`src/rtl/aes_out_serializer_pkg.sv`:
```
// Shared AES datapath constants for the output serializer.
//   BLK_S         : AES block width in bits
//   WORD_S        : AXI4-Stream data width in bits
//   WORDS_PER_BLK : output words per block (derived)
// Helper functions compute the same values for non-default parameterisations.
package aes_out_serializer_pkg;

   localparam int BLK_S         = 128;
   localparam int WORD_S        = 32;
   localparam int WORDS_PER_BLK = BLK_S / WORD_S;

   function automatic int words_per_blk(input int blk_s, input int word_s);
      return blk_s / word_s;
   endfunction

   // A one-word block still needs a 1-bit index register.
   function automatic int idx_width(input int n_words);
      return (n_words > 1) ? $clog2(n_words) : 1;
   endfunction

endpackage

```
`src/rtl/aes_blk_fifo.sv`:
```
// Two-entry FIFO of {last, block} between the AES controller and the
// output serializer. Entry 0 is always the head.
// Ports:
//   clock, reset  : rising-edge clock, synchronous active-high reset
//   push_i        : write push_data_i (ignored when full)
//   push_data_i   : {in_last, in_blk}
//   pop_i         : drop the head entry (ignored when empty)
//   head_o        : head entry contents
//   empty_o       : no entries held
//   full_o        : two entries held
module aes_blk_fifo #(
   parameter int DW = 129
) (
   input  logic          clock,
   input  logic          reset,
   input  logic          push_i,
   input  logic [DW-1:0] push_data_i,
   input  logic          pop_i,
   output logic [DW-1:0] head_o,
   output logic          empty_o,
   output logic          full_o
);

   logic [1:0]    cnt_q, cnt_d;
   logic [DW-1:0] e0_q, e0_d;
   logic [DW-1:0] e1_q, e1_d;
   logic          push_ok, pop_ok;

   always_comb begin
      push_ok = push_i && (cnt_q != 2'd2);
      pop_ok  = pop_i && (cnt_q != 2'd0);
      cnt_d   = cnt_q;
      e0_d    = e0_q;
      e1_d    = e1_q;
      if (push_ok && pop_ok) begin
         // Only possible with exactly one entry: the new block becomes head.
         e0_d = push_data_i;
      end else if (pop_ok) begin
         e0_d  = e1_q;
         cnt_d = cnt_q - 2'd1;
      end else if (push_ok) begin
         if (cnt_q == 2'd0) begin
            e0_d = push_data_i;
         end else begin
            e1_d = push_data_i;
         end
         cnt_d = cnt_q + 2'd1;
      end
   end

   always_ff @(posedge clock) begin
      if (reset) begin
         cnt_q <= 2'd0;
         e0_q  <= '0;
         e1_q  <= '0;
      end else begin
         cnt_q <= cnt_d;
         e0_q  <= e0_d;
         e1_q  <= e1_d;
      end
   end

   assign head_o  = e0_q;
   assign empty_o = (cnt_q == 2'd0);
   assign full_o  = (cnt_q == 2'd2);

endmodule

```
`src/rtl/aes_out_serializer.sv`:
```
// Serializes processed AES blocks onto an AXI4-Stream master, most
// significant word first, with a two-block input buffer.
// Handshake: a transfer happens on a rising edge where valid && ready are
// both high; valid never waits for ready, and data/last hold while
// valid && !ready.
// Ports:
//   clock, reset     : rising-edge clock, synchronous active-high reset
//   in_blk, in_last  : block from the AES controller and its end-of-request flag
//   in_valid/in_ready: input handshake (ready = fewer than two blocks held)
//   m00_axis_*       : output stream (tdata, tvalid, tready, tlast)
//   blk_count        : blocks fully emitted since reset (wraps)
module aes_out_serializer #(
   parameter int BLK_S  = aes_out_serializer_pkg::BLK_S,
   parameter int WORD_S = aes_out_serializer_pkg::WORD_S
) (
   input  logic              clock,
   input  logic              reset,
   input  logic [BLK_S-1:0]  in_blk,
   input  logic              in_last,
   input  logic              in_valid,
   output logic              in_ready,
   output logic [WORD_S-1:0] m00_axis_tdata,
   output logic              m00_axis_tvalid,
   input  logic              m00_axis_tready,
   output logic              m00_axis_tlast,
   output logic [31:0]       blk_count
);

   import aes_out_serializer_pkg::*;

   localparam int WPB   = words_per_blk(BLK_S, WORD_S);
   localparam int IDX_W = idx_width(WPB);

   logic [BLK_S:0]   head;
   logic             fifo_empty, fifo_full;
   logic             push, pop, hs, last_word;
   logic [IDX_W-1:0] idx_q, idx_d;
   logic [31:0]      blk_cnt_q, blk_cnt_d;

   assign in_ready = !fifo_full;
   assign push     = in_valid && !fifo_full;

   aes_blk_fifo #(.DW(BLK_S + 1)) u_fifo (
      .clock       (clock),
      .reset       (reset),
      .push_i      (push),
      .push_data_i ({in_last, in_blk}),
      .pop_i       (pop),
      .head_o      (head),
      .empty_o     (fifo_empty),
      .full_o      (fifo_full)
   );

   assign m00_axis_tvalid = !fifo_empty;
   assign hs              = m00_axis_tvalid && m00_axis_tready;
   assign last_word       = (idx_q == IDX_W'(WPB - 1));
   assign pop             = hs && last_word;
   assign m00_axis_tlast  = !fifo_empty && last_word && head[BLK_S];

   always_comb begin
      idx_d     = idx_q;
      blk_cnt_d = blk_cnt_q;
      if (hs) begin
         idx_d = last_word ? '0 : idx_q + IDX_W'(1);
      end
      if (pop) begin
         blk_cnt_d = blk_cnt_q + 32'd1;
      end
   end

   // Word k of the head block, most significant word first.
   always_comb begin
      m00_axis_tdata = '0;
      for (int k = 0; k < WPB; k++) begin
         if (idx_q == IDX_W'(k)) begin
            m00_axis_tdata = head[BLK_S-1-k*WORD_S -: WORD_S];
         end
      end
   end

   always_ff @(posedge clock) begin
      if (reset) begin
         idx_q     <= '0;
         blk_cnt_q <= 32'd0;
      end else begin
         idx_q     <= idx_d;
         blk_cnt_q <= blk_cnt_d;
      end
   end

   assign blk_count = blk_cnt_q;

endmodule

```
`config.mk`:
```
export PLATFORM = sky130hd
export DESIGN_NAME = aes_out_serializer
export DESIGN_NICKNAME = d
export VERILOG_FILES = /design/src/rtl/aes_out_serializer_pkg.sv /design/src/rtl/aes_blk_fifo.sv /design/src/rtl/aes_out_serializer.sv
export SDC_FILE = /design/constraint.sdc
export NUM_CORES = 1
export LEC_CHECK = 0
export CAP_MARGIN = 40
export CORE_MARGIN = 4
export CORE_UTILIZATION = 45
export CTS_BUF_LIST = sky130_fd_sc_hd__clkbuf_4 sky130_fd_sc_hd__clkbuf_8 sky130_fd_sc_hd__clkbuf_16
export DETAILED_ROUTE_END_ITERATION = 10
export PLACE_DENSITY_LB_ADDON = 0.3
export RECOVER_POWER = 50
export SYNTH_ARGS = -nofsm -noshare
export SYNTH_HDL_FRONTEND = slang
export SYNTH_SLANG_ARGS = --single-unit
```
`constraint.sdc`:
```
create_clock -name clock -period 3.4 [get_ports clock]
set_clock_uncertainty 0.2 [all_clocks]
set_input_delay 1.02 -clock clock [delete_from_list [all_inputs] [get_ports clock]]
set_output_delay 1.02 -clock clock [all_outputs]
set_load 0.02 [all_outputs]
```
==> run_results.csv <==
group,metric,value,unit
grt,grt_pass1_wl,68190,um
placement,dp.final_hpwl,29190,um
yosys,synthAdderAreaFrac,0.5830,%
cts,clkLatencyLatePin,0.57,ns
sta,grt_setup_unrepaired,"true",
setup_path,required,2.18,ns
detailed_routing,drt-total-wl,44200,um
grt,grt_max_degree,93,
cts,numCtsBuffers,31,
job,max_cap_viol_count,0,
min_path,min_path_type,"reg2reg",
power,powerDensity,524.4,nW/um^2
detailed_routing,post_drt_via_cell_ratio,5.836,
floorplanning,start_util,45.97,%
floorplanning,coreArea,28010,um^2
cts,cts_buffer_depth,3,
yosys,yosys.area_share.simple,22.67,%
yosys,synth_top_family_by_area,"compound AO/OA/AOI/OAI gates",
layout,finalInstanceArea,16820,um^2
layout,drive_above_1_share,11.57,%
cts,cts-root-buf,"clkbuf_16",
sta,tightest_slew,1.148,ns
floorplanning,io_pins,200,
yosys,synth_compound_area_share,24.88,%
floorplanning,fp.dieW,177.2,um
sta,max_slew_margin,23.47,%
setup_path,crit_chain,"inv_2 -> ha_4 -> buf_16 -> nand3b_1 -> a21oi_2 -> buf_4 -> a21oi_1 -> o21ai_1 -> buf_4",
grt,overflow,0,
power,power.leakage,5.599,nW
detailed_routing,drt_iter0_drc,1585,
yosys,synth_top_area_cell,"dfxtp_1",
sta,finalCriticalPeriod,3.408,ns
placement,port-buffer-count,199,
yosys,synth.distinct_cells,34,
sta,setup_viol,1,
grt,antenna_found_initial,2,
yosys,yosysSeqAreaShare,45.71,%
layout,fillCellCount,2486,
power,totalPowerFinal,0.008819,W
yosys,ys_warn_count,0,
sta,finalMaxSlewViolations,0,
placement,place_inst,2202,
cts,cts_tree,"done",
yosys,syn_nets,1856,
layout,layout_commonest_cell,"nand2_1",
grt,grt_pass1_vias,12130,
status,status,"complete, but fails checks",
sta,hold_viol,0,
detailed_routing,vias,13200,
setup_path,critPathMaxStageDelay,0.33,ns
yosys,synth_mux_area_share,0.07774,%
yosys,netlist_area,12880,um^2
setup_path,crit_path_start_kind,"flop",
layout,nNetsFinal,1998,
floorplanning,rows,61,
sta,worst_slack,-0.007741,ns
yosys,syn_avg_cell_area,7.499,um^2
sta,min_period_over_period,100.2,%
cts,holdBufCountCts,0,
power,vdd_drop_max,412.3,uV
floorplanning,die-area,31380,um^2
setup_path,critPathSlowestCell,"dfxtp_2",
layout,final_cell_count_no_fill,2262,
yosys,synth-xor-area-share,0.8162,%
layout,final_cell_mix,"nand2_1, dfxtp_1, a21oi_1, clkdlybuf4s50_1, nor2_1",
status,violations,"negative setup slack",
setup_path,cp_common_cell,"buf_4",
yosys,netlist_instances,1717,
detailed_routing,drt_first_pass_iters,6,
setup_path,crit_arrival,2.19,ns
floorplanning,die_height,177.2,um
placement,place_area,15620,um^2
cts,clkTransAtPathRegs,0.06,ns
setup_path,path_max_fanout,20,
cts,ctsHtreeMaxLevel,1,
sta,fmax,293.5,MHz
setup_path,critical_path_class,"reg2out",
placement,gp_congestion,0.9461,
cts,clock-sinks,294,
detailed_routing,postRouteAntennaNets,0,
yosys,yosys-top-cells-area,"dfxtp_1, nand2_1, a311oi_1",
layout,synthToLayoutAreaGrowth,30.62,%
layout,diodes,0,
detailed_routing,wl_per_cell,19.54,um
yosys,yosys.area.top_type_share,45.71,%
grt,grt_usage,26.81,%
setup_path,critPathCaptureType,"output pin",
yosys,ys_ff_latch,294,
detailed_routing,drc,0,
==> state kept, by name (all words and copies together), names as in the netlist <==
name           flops
u_fifo.e1_q      129
idx_q              2
u_fifo.cnt_q       2
u_fifo.head_o    129
blk_count         32
==> area by class of cell <==
cell class | count | area (um^2) | area share (%)
Multi-Input combinational cell | 1251 | 6581 | 39.13
Tap cell | 378 | 473.0 | 2.812
Clock buffer | 44 | 923.4 | 5.490
Timing Repair Buffer | 273 | 2833 | 16.84
Sequential cell | 294 | 5891 | 35.02
Inverter | 8 | 32.53 | 0.1934
Clock inverter | 14 | 85.08 | 0.5059
==> routing by layer <==
metal	GRT usage [%]	wire length, um
met5	0	27
met4	9.639	1635
met3	5.170	3452
met2	42.24	20460
met1	36.82	18620
==> power breakdown <==
group	internal (W)	switching (W)
clock network	0.00189	0.00142
registers	0.00371	0.000235
logic	0.000707	0.000858
total	0.00631	0.00251
==> synthesized netlist by cell type <==
cell type	n
nand2_1	464
dfxtp_1	294
a21oi_1	217
o21ai_0	168
nor2_1	143
clkbuf_1	136
a311oi_1	129
nand3b_1	32
or4_1	17
buf_2	16
o31ai_1	16
nand3_1	11
buf_1	10
xnor2_1	10
or3_1	8
inv_1	7
nand4_1	7
ha_1	6
and3_1	4
nor4_1	4
nor3_1	3
and4_1	2
xor2_1	2
and2_1	1
and4_2	1
buf_6	1
clkinv_1	1
dlygate4sd1_1	1
mux2i_1	1
nand2b_1	1
nand4_2	1
o211ai_4	1
o21ai_1	1
or2_2	1
==> worst max-delay path: cells and delay by family, from the launching register on <==
kind,cells,cell delay [ns]
buffers and inverters,4,0.52
AOI/OAI and AO/OA,3,0.39
DFF,1,0.33
adders and majority gates,1,0.20
and+or+nand+nor,1,0.17
==> worst paths after layout <==
check	slack [ns]	end	start	cells past startpoint
worst min register to register	0.25	u_fifo.e1_q[71]	u_fifo.e1_q[71]	2
worst max register to register	0.28	u_fifo.head_o[94]	idx_q[0]	10
worst max-delay path	-0.008	m00_axis_tdata[7]	idx_q[1]	9
worst min-delay path	0.25	u_fifo.e1_q[71]	u_fifo.e1_q[71]	2
==> logic make-up after synthesis <==
group           after synthesis
xor+xnor                     12
mux                           1
flops                       294
fa+ha+maj                     6
simple gates                700
compound gates              532
buf+inv                     172
==> what timing repair did <==
item	4_1_cts	5_1_grt
pin swaps	11	26
gates cloned	3	1
setup endpoints to repair	33	31
setup buffers	0	0
gates resized for setup	235	59
==> metrics by stage <==
stage                     hold slack, ns  setup WS, ns  utilization (%)   TNS (ns)
after floorplan                   0.2366        0.3001                -          0
final                             0.2528     -0.007741            60.04  -0.007741
after global placement            0.2419       0.01364            55.75          0
after detailed placement          0.2465      -0.05536            55.75    -0.1725
after global routing              0.2677      -0.04869            60.04    -0.6769
after CTS                         0.2547      -0.02435            59.77   -0.06560
Power figures use the tool's default switching activity.
